$ cat src/rtl/zx_bus_master.sv
// Z80-style bus master: turns single read/write commands into T-state
// sequenced memory or I/O bus cycles, timed by CPU-clock edge strobes.
module zx_bus_master (
  input  logic        clk28,
  input  logic        rst_n,
  input  logic        t_rise,
  input  logic        t_fall,
  input  logic        cmd_valid,
  output logic        cmd_ready,
  input  logic [1:0]  cmd_op,
  input  logic [15:0] cmd_addr,
  input  logic [7:0]  cmd_wdata,
  output logic        rsp_valid,
  output logic [7:0]  rsp_rdata,
  output logic [15:0] a,
  output logic [7:0]  d_o,
  output logic        d_oe,
  input  logic [7:0]  d_i,
  output logic        n_mreq,
  output logic        n_iorq,
  output logic        n_rd,
  output logic        n_wr,
  input  logic        n_wait
);

  localparam int unsigned AW  = 16;
  localparam int unsigned DW  = 8;
  localparam int unsigned OPW = 2;

  typedef enum logic [2:0] {
    ST_IDLE  = 3'd0,
    ST_START = 3'd1,
    ST_T1    = 3'd2,
    ST_T2    = 3'd3,
    ST_TW    = 3'd4,
    ST_T3    = 3'd5,
    ST_DONE  = 3'd6
  } state_e;

  state_e          state_q;
  logic [OPW-1:0]  op_q;
  logic [AW-1:0]   addr_q;
  logic [DW-1:0]   wdata_q;
  logic            wait_done_q;
  logic            cmd_ready_q;
  logic            rsp_valid_q;
  logic [DW-1:0]   rsp_rdata_q;
  logic [AW-1:0]   a_q;
  logic [DW-1:0]   d_o_q;
  logic            d_oe_q;
  logic            n_mreq_q;
  logic            n_iorq_q;
  logic            n_rd_q;
  logic            n_wr_q;

  logic is_io;
  logic is_wr;

  assign is_io = op_q[1];
  assign is_wr = op_q[0];

  // Bus cycle sequencer; every output is a register updated here.
  always_ff @(posedge clk28 or negedge rst_n) begin
    if (!rst_n) begin
      state_q     <= ST_IDLE;
      op_q        <= '0;
      addr_q      <= '0;
      wdata_q     <= '0;
      wait_done_q <= 1'b0;
      cmd_ready_q <= 1'b1;
      rsp_valid_q <= 1'b0;
      rsp_rdata_q <= '0;
      a_q         <= '0;
      d_o_q       <= '0;
      d_oe_q      <= 1'b0;
      n_mreq_q    <= 1'b1;
      n_iorq_q    <= 1'b1;
      n_rd_q      <= 1'b1;
      n_wr_q      <= 1'b1;
    end else begin
      rsp_valid_q <= 1'b0;
      case (state_q)
        ST_IDLE: begin
          if (cmd_valid) begin
            op_q        <= cmd_op;
            addr_q      <= cmd_addr;
            wdata_q     <= cmd_wdata;
            cmd_ready_q <= 1'b0;
            state_q     <= ST_START;
          end
        end
        ST_START: begin
          if (t_rise) begin
            a_q     <= addr_q;
            state_q <= ST_T1;
          end
        end
        ST_T1: begin
          if (t_fall) begin
            if (!is_io) begin
              n_mreq_q <= 1'b0;
              if (!is_wr) n_rd_q <= 1'b0;
            end
            if (is_wr) begin
              d_o_q  <= wdata_q;
              d_oe_q <= 1'b1;
            end
          end else if (t_rise) begin
            state_q <= ST_T2;
            // I/O strobes start at the T2 rising edge.
            if (is_io) begin
              n_iorq_q <= 1'b0;
              if (is_wr) n_wr_q <= 1'b0;
              else       n_rd_q <= 1'b0;
            end
          end
        end
        ST_T2: begin
          if (t_fall) begin
            if (!is_io && is_wr) n_wr_q <= 1'b0;
            // I/O always takes one wait state; memory only when requested.
            if (is_io || !n_wait) begin
              wait_done_q <= 1'b0;
              state_q     <= ST_TW;
            end
          end else if (t_rise) begin
            state_q <= ST_T3;
            if (!is_wr) rsp_rdata_q <= d_i;
          end
        end
        ST_TW: begin
          if (t_fall) begin
            wait_done_q <= n_wait;
          end else if (t_rise && wait_done_q) begin
            state_q <= ST_T3;
            if (!is_io && !is_wr) rsp_rdata_q <= d_i;
          end
        end
        ST_T3: begin
          if (t_fall) begin
            if (is_io && !is_wr) rsp_rdata_q <= d_i;
            n_mreq_q    <= 1'b1;
            n_iorq_q    <= 1'b1;
            n_rd_q      <= 1'b1;
            n_wr_q      <= 1'b1;
            rsp_valid_q <= 1'b1;
            state_q     <= ST_DONE;
          end
        end
        ST_DONE: begin
          d_oe_q      <= 1'b0;
          cmd_ready_q <= 1'b1;
          state_q     <= ST_IDLE;
        end
        default: begin
          cmd_ready_q <= 1'b1;
          state_q     <= ST_IDLE;
        end
      endcase
    end
  end

  assign cmd_ready = cmd_ready_q;
  assign rsp_valid = rsp_valid_q;
  assign rsp_rdata = rsp_rdata_q;
  assign a         = a_q;
  assign d_o       = d_o_q;
  assign d_oe      = d_oe_q;
  assign n_mreq    = n_mreq_q;
  assign n_iorq    = n_iorq_q;
  assign n_rd      = n_rd_q;
  assign n_wr      = n_wr_q;

endmodule
$ cat config.mk
export PLATFORM = sky130hd
export DESIGN_NAME = zx_bus_master
export DESIGN_NICKNAME = d
export VERILOG_FILES = /design/src/rtl/zx_bus_master.sv
export SDC_FILE = /design/constraint.sdc
export NUM_CORES = 1
export LEC_CHECK = 0
export BUFFER_PORTS_ARGS = -buffer_cell sky130_fd_sc_hd__buf_2
export CAP_MARGIN = 30
export CORE_MARGIN = 2
export CORE_UTILIZATION = 42
export DETAILED_ROUTE_END_ITERATION = 10
export GPL_ROUTABILITY_DRIVEN = 1
export PLACE_DENSITY = 0.74
export SLEW_MARGIN = 20
export SYNTH_ARGS = -nofsm -noshare
export SYNTH_HDL_FRONTEND = slang
export SYNTH_SLANG_ARGS = --single-unit
$ cat constraint.sdc
create_clock -name clk28 -period 2.65 [get_ports clk28]
set_clock_uncertainty 0.2 [all_clocks]
set_input_delay 0.53 -clock clk28 [delete_from_list [all_inputs] [get_ports clk28]]
set_output_delay 0.53 -clock clk28 [all_outputs]
set_load 0.005 [all_outputs]
After elaboration in Yosys (flattened, before gate mapping)

Index checks and enable logic that the tools add are counted.

Register bits after elaboration: 69
Input port bits: 40

Equal/unequal tests: 31
Muxes and demuxes: 52
Bitwise logic cells: 1
Reduce and logical (&&, ||, !) cells: 27

Operators by type and width:

| operator             | count |
|---|---|
| $mux W8              | 8 |
| $ne A2 B2 Y1 const B | 20 |
| $mux W3              | 10 |
| $mux W1              | 25 |
| $pmux W8 S3          | 1 |
| $pmux W3 S6          | 1 |
| $reduce_and A9 Y1    | 2 |
| $ne A3 B3 Y1 const B | 5 |
| $pmux W1 S2          | 6 |
| $reduce_and A5 Y1    | 2 |
| $eq A3 B3 Y1 const B | 3 |
| $reduce_and A4 Y1    | 2 |
| $reduce_and A8 Y1    | 1 |
| $eq A3 B2 Y1 const B | 2 |
| $reduce_and A2 Y1    | 3 |
| $reduce_and A3 Y1    | 2 |
| $reduce_bool A2 Y1   | 3 |
| $reduce_bool A3 Y1   | 2 |
| $reduce_or A5 Y1     | 1 |
| $logic_and A1 B1 Y1  | 4 |
| $eq A3 B1 Y1 const B | 1 |
| $logic_not A1 Y1     | 3 |
| $logic_not A3 Y1     | 1 |
| $pmux W1 S3          | 1 |
| other kinds (2)      | 2 |

Longest topological paths before layout

Word-level depth: 6
Mapped depth: 5
Depth with buffers taken out: 4

Worst setup path after synthesis

No wires, ideal clock.

Kind: input to register
From: in t_rise
To: reg rsp_rdata_q[0] (netlist: rsp_rdata[0])
Library setup time: 125 ps
Arrival time: 1657 ps
Required time: 2325 ps
Setup slack: 668 ps
Stages: 4
Buffers on the path: 0
Path through: nand2b_1 o32a_1 a221oi_4 mux2_2

Cells in the longest elaborated chain, start to end: 3

RTL lines:

| item                                   | line | text |
|---|---|---|
| from (decl)                            | 6    | `input logic t_rise,` |
| $logic_and A1 B1 Y1                    | 134  | `end else if (t_rise && wait_done_q) begin` |
| $ne A2 B2 Y1 (no source line)          | --   |  |
| $reduce_and A9 Y1 (no source line) (*) | --   |  |
| to (signal assigned)                   | 128  | `if (!is_wr) rsp_rdata_q <= d_i;` |
| to (signal assigned)                   | 136  | `if (!is_io && !is_wr) rsp_rdata_q <= d_i;` |
| to (signal assigned)                   | 141  | `if (is_io && !is_wr) rsp_rdata_q <= d_i;` |
| to (decl)                              | 47   | `logic [DW-1:0] rsp_rdata_q;` |

Mark *: on every way between the ends. The rest lies on a longest branch, timed or not.
A chain may end at the register's enable or synchronous reset.

Worst setup path after layout

From: reg state_q[2]
To: reg rsp_rdata_q[6] (netlist: rsp_rdata[6])

Cells in the longest elaborated chain, start to end: 3

RTL lines:

| item                                                                       | line | text |
|---|---|---|
| from (decl)                                                                | 40   | `state_e state_q;` |
| from (signal assigned)                                                     | 65   | `state_q <= ST_IDLE;` |
| from (signal assigned)                                                     | 89   | `state_q <= ST_START;` |
| from (signal assigned)                                                     | 95   | `state_q <= ST_T1;` |
| $eq A3 B3 Y1 / $eq A3 B2 Y1 (equally long branches)                        | 82   | `case (state_q)` |
| $ne A2 B2 Y1 (no source line) / $reduce_bool A3 Y1 (equally long branches) | --   |  |
| $reduce_and A9 Y1 (no source line)                                         | --   |  |

Several ways; a longest one is shown, not always the timed one.

==> out/results.tsv <==
stage	metric	value	unit
worst_setup_path	reg2reg end	rsp_rdata[6]$_DFFE_PN0P_	
sta	Final Hold Viols	0	
sta	unrepaired setup endpoints after global routing	false	
clock_tree	clock root buffer	clkbuf_8	
power_and_ir_drop	Flop pwr share	45.3	%
sta	worst slew pin tran	0.497	ns
power_and_ir_drop	Power Density	1190	nW/µm²
synth	post-synthesis sequential area ratio	61.6	%
synth	Synth Warn #	0	
clock_tree	Sink Count	69	
die	FP Rows	29	
power_and_ir_drop	Clock power frac	20.0	%
synth	post-synthesis cell count	199	
routing	post-DR wirelength/cell	14.4	µm
sta	final setup violation count	0	
clock_tree	Clk pin slew, worst setup/hold paths	0.07	ns
worst_setup_path	Required @ worst endpoint	2.67	ns
grt	vias in the first global route	1920	
routing	vias	1838	
placed_design	GPL Wtd Cong	0.914	
synth	Mapped Nets	239	
sta	final slew viol count	0	
clock_tree	TritonCTS buffer count	9	
routing	initial drt markers	66	
routing	antenna-violating nets left	0	
clock_tree	CTS resizes	0	
routing	drt via density	4.99	
grt	first-pass GRT wire length	8860	µm
worst_setup_path	Worst Setup EP	rsp_rdata[6]$_DFFE_PN0P_	
worst_setup_path	Bufs and invs on worst path	0	
status	failing checks	design-rule violations	
power_and_ir_drop	Worst VDD drop	0.609	mV
routing	final wirelength	5300	µm
power_and_ir_drop	Sw Ratio	31.0	%
sta	fin crit share	88.6	%
worst_setup_path	crit path launch	state_q[2]$_DFFE_PN0P_	
routing	DRC Markers	4	
grt	gr usage total	15.6	%
die	I/O pin count	79	
die	Die Y	85.8	µm
worst_setup_path	crit-path leading delay family	compound AO/OA/AOI/OAI gates	
worst_setup_path	slowest stage cell, crit path	dfrtp_1	
die	die width	85.8	µm
power_and_ir_drop	Tot Pwr	4.22	mW
final_layout	layout cells sized above 1	57.4	%
placed_design	hpwl dp	3780	µm
worst_setup_path	r2r setup slk	0.30	ns
clock_tree	Worst-Skew Late Latency	0.33	ns
die	die area	7370	µm²
final_layout	ANT cells	0	
worst_setup_path	critical path, cell by cell	nand2b_1 > o32a_1 > a221oi_4 > mux2_2	
worst_setup_path	critical setup path kind	flop to flop	
status	status	finished with violations	
die	Initial Util	43.8	%
worst_setup_path	max incr delay on CP	0.54	ns
worst_setup_path	Setup crit start kind	flop	
final_layout	Layout area overhead	26.3	%
clock_tree	Clock Path Buffers	2	
die	core area	6420	µm²
clock_tree	CTS H-tree depth	3	
grt	antenna violations before repair	0	
grt	largest net degree at the start of global routing	56	
power_and_ir_drop	Comb power frac	34.7	%
run	max-cap viol count	0	
final_layout	utilization after layout	55.3	%
grt	GRT overflow	0	
worst_setup_path	Critical Path Stages	4	
synth	Avg Cell Area, Syn	14.1	µm²
clock_tree	post-CTS setup buffers	0	
power_and_ir_drop	Int Power	2.91	mW
power_and_ir_drop	leak pwr	1.63	nW
worst_setup_path	reg-to-reg startpoint	state_q[2]$_DFFE_PN0P_	
sta	setup tns final	0	ns
synth	Unique masters post-synth	33	
power_and_ir_drop	Sw Pwr	1.31	mW
final_layout	Final nets	326	
sta	normalized max-slew margin	66.8	%
clock_tree	CTS tree	done	
worst_setup_path	worst-path fanout max	16	
placed_design	PortBufs	78	
worst_setup_path	endpoint class of the critical path	flop	
hold_path	hold path start	cmd_op[1]	
worst_setup_path	worst reg2reg path depth	4	
synth	synthesized area	2810	µm²
hold_path	Worst Hold Class	input port to flop	
synth	flops & latches, synth	69	
sta	f_max	426	MHz
clock_tree	CTS Hold Bufs	1	
routing	drt first pass iters	10	
sta	minimum clock period	2.35	ns
worst_setup_path	crit path DAT	2.37	ns
## kinds of logic after synthesis
logic type      synth area share [%]
flops                           61.6
mux                             23.2
simple gates                    6.76
compound gates                  6.76
buf+inv                         1.65
## worst reg2reg max path: cells and delay by family (launching register included)
kind             cells  cell delay (ns)
AO/OA/AOI/OAI        2             0.81
AND/OR/NAND/NOR      1             0.28
multiplexers         1             0.39
flip-flops           1             0.54
## state kept, by name (all words and copies together) (netlist names)
register	flops
n_rd	1
wdata_q	8
d_oe	1
a	16
addr_q	16
rsp_rdata	8
n_mreq	1
n_iorq	1
rsp_valid	1
d_o	8
cmd_ready	1
n_wr	1
state_q	3
wait_done_q	1
op_q	2
## metrics by stage
stage	cells	hold slack, ns	area (µm²)	worst slack, ns
floorplan	199	0.0344	2810	0.668
finish	368	0.195	3550	0.301
CTS	368	0.189	3550	0.305
detailed placement	351	0.259	3340	0.321
global route	368	0.202	3550	0.178
global placement	351	0.258	3340	0.381
## layout by cell type, fill, tap and decap left out, types with 2 or more instances in the layout
cell type,n
buf_12,3
nand2b_1,5
clkbuf_8,9
a31oi_1,2
a21oi_1,3
o31ai_1,2
inv_1,4
nand3_1,2
clkinvlp_4,3
dfstp_2,5
nand2_1,12
nor2b_1,6
o21ai_0,4
dfrtp_1,64
nor2_1,5
a22o_1,2
buf_2,78
mux2_2,58
## synthesized netlist by cell type, drive strengths merged
cell type,instances,area [µm²]
a21boi,1,7.51
a21oi,3,15.0
a221oi,1,26.3
a22o,2,17.5
a311oi,1,8.76
a31o,1,8.76
a31oi,2,12.5
and3,1,6.26
buf,4,20.0
clkbuf,3,11.3
dfrtp,64,1600
dfstp,5,131
inv,4,15.0
mux2,58,653
nand2,12,45.0
nand2b,5,31.3
nand3,2,10.0
nand4,1,6.26
nor2,6,22.5
nor2b,6,37.5
nor3,2,15.0
nor4bb,1,10.0
o211ai,1,7.51
o21a,1,7.51
o21ai,4,20.0
o21ba,1,10.0
o22ai,1,6.26
o2bb2ai,1,8.76
o31ai,2,15.0
o32a,1,10.0
o32ai,1,8.76
or2,1,6.26
## worst min-delay path by stage
stage                                         to  slack [ns]  cells past startpoint
after detailed placement       a[10]$_DFFE_PN0P_        0.26                      1
after global placement         a[10]$_DFFE_PN0P_        0.26                      1
after CTS                    op_q[1]$_DFFE_PN0P_        0.19                      3
final                        op_q[1]$_DFFE_PN0P_        0.20                      3
after global routing      wdata_q[7]$_DFFE_PN0P_        0.20                      2
after floorplan                 a[0]$_DFFE_PN0P_        0.03                      0
## power by group through the flow
stage | sequential, mW | combinational, mW | clock (mW)
finish | 1.91 | 1.46 | 0.844
global route | 2.00 | 1.61 | 0.925
CTS | 1.92 | 1.50 | 0.870
detailed placement | 1.94 | 1.49 | 0
global placement | 1.91 | 1.45 | 0
floorplan | 1.88 | 0.947 | 0
## layout make-up
class | instances | area, µm²
clock buffer | 9 | 124
clock inverter | 7 | 75.1
fill | 555 | 2870
inverter | 4 | 15.0
multi-input combinational | 119 | 1040
sequential | 69 | 1730
tap | 77 | 96.3
timing repair buffer | 83 | 468
## routing by layer
| layer | up-vias | GRT usage (%) | routed length, µm |
|---|---|---|---|
| li1 | 891 | - | - |
| met1 | 903 | 19.8 | 2420 |
| met2 | 40 | 24.7 | 2570 |
| met3 | 4 | 5.00 | 277 |
| met4 | 0 | 6.93 | 36 |
| met5 | - | 0 | 0 |
No activity file was read; power rests on OpenSTA's default activity.
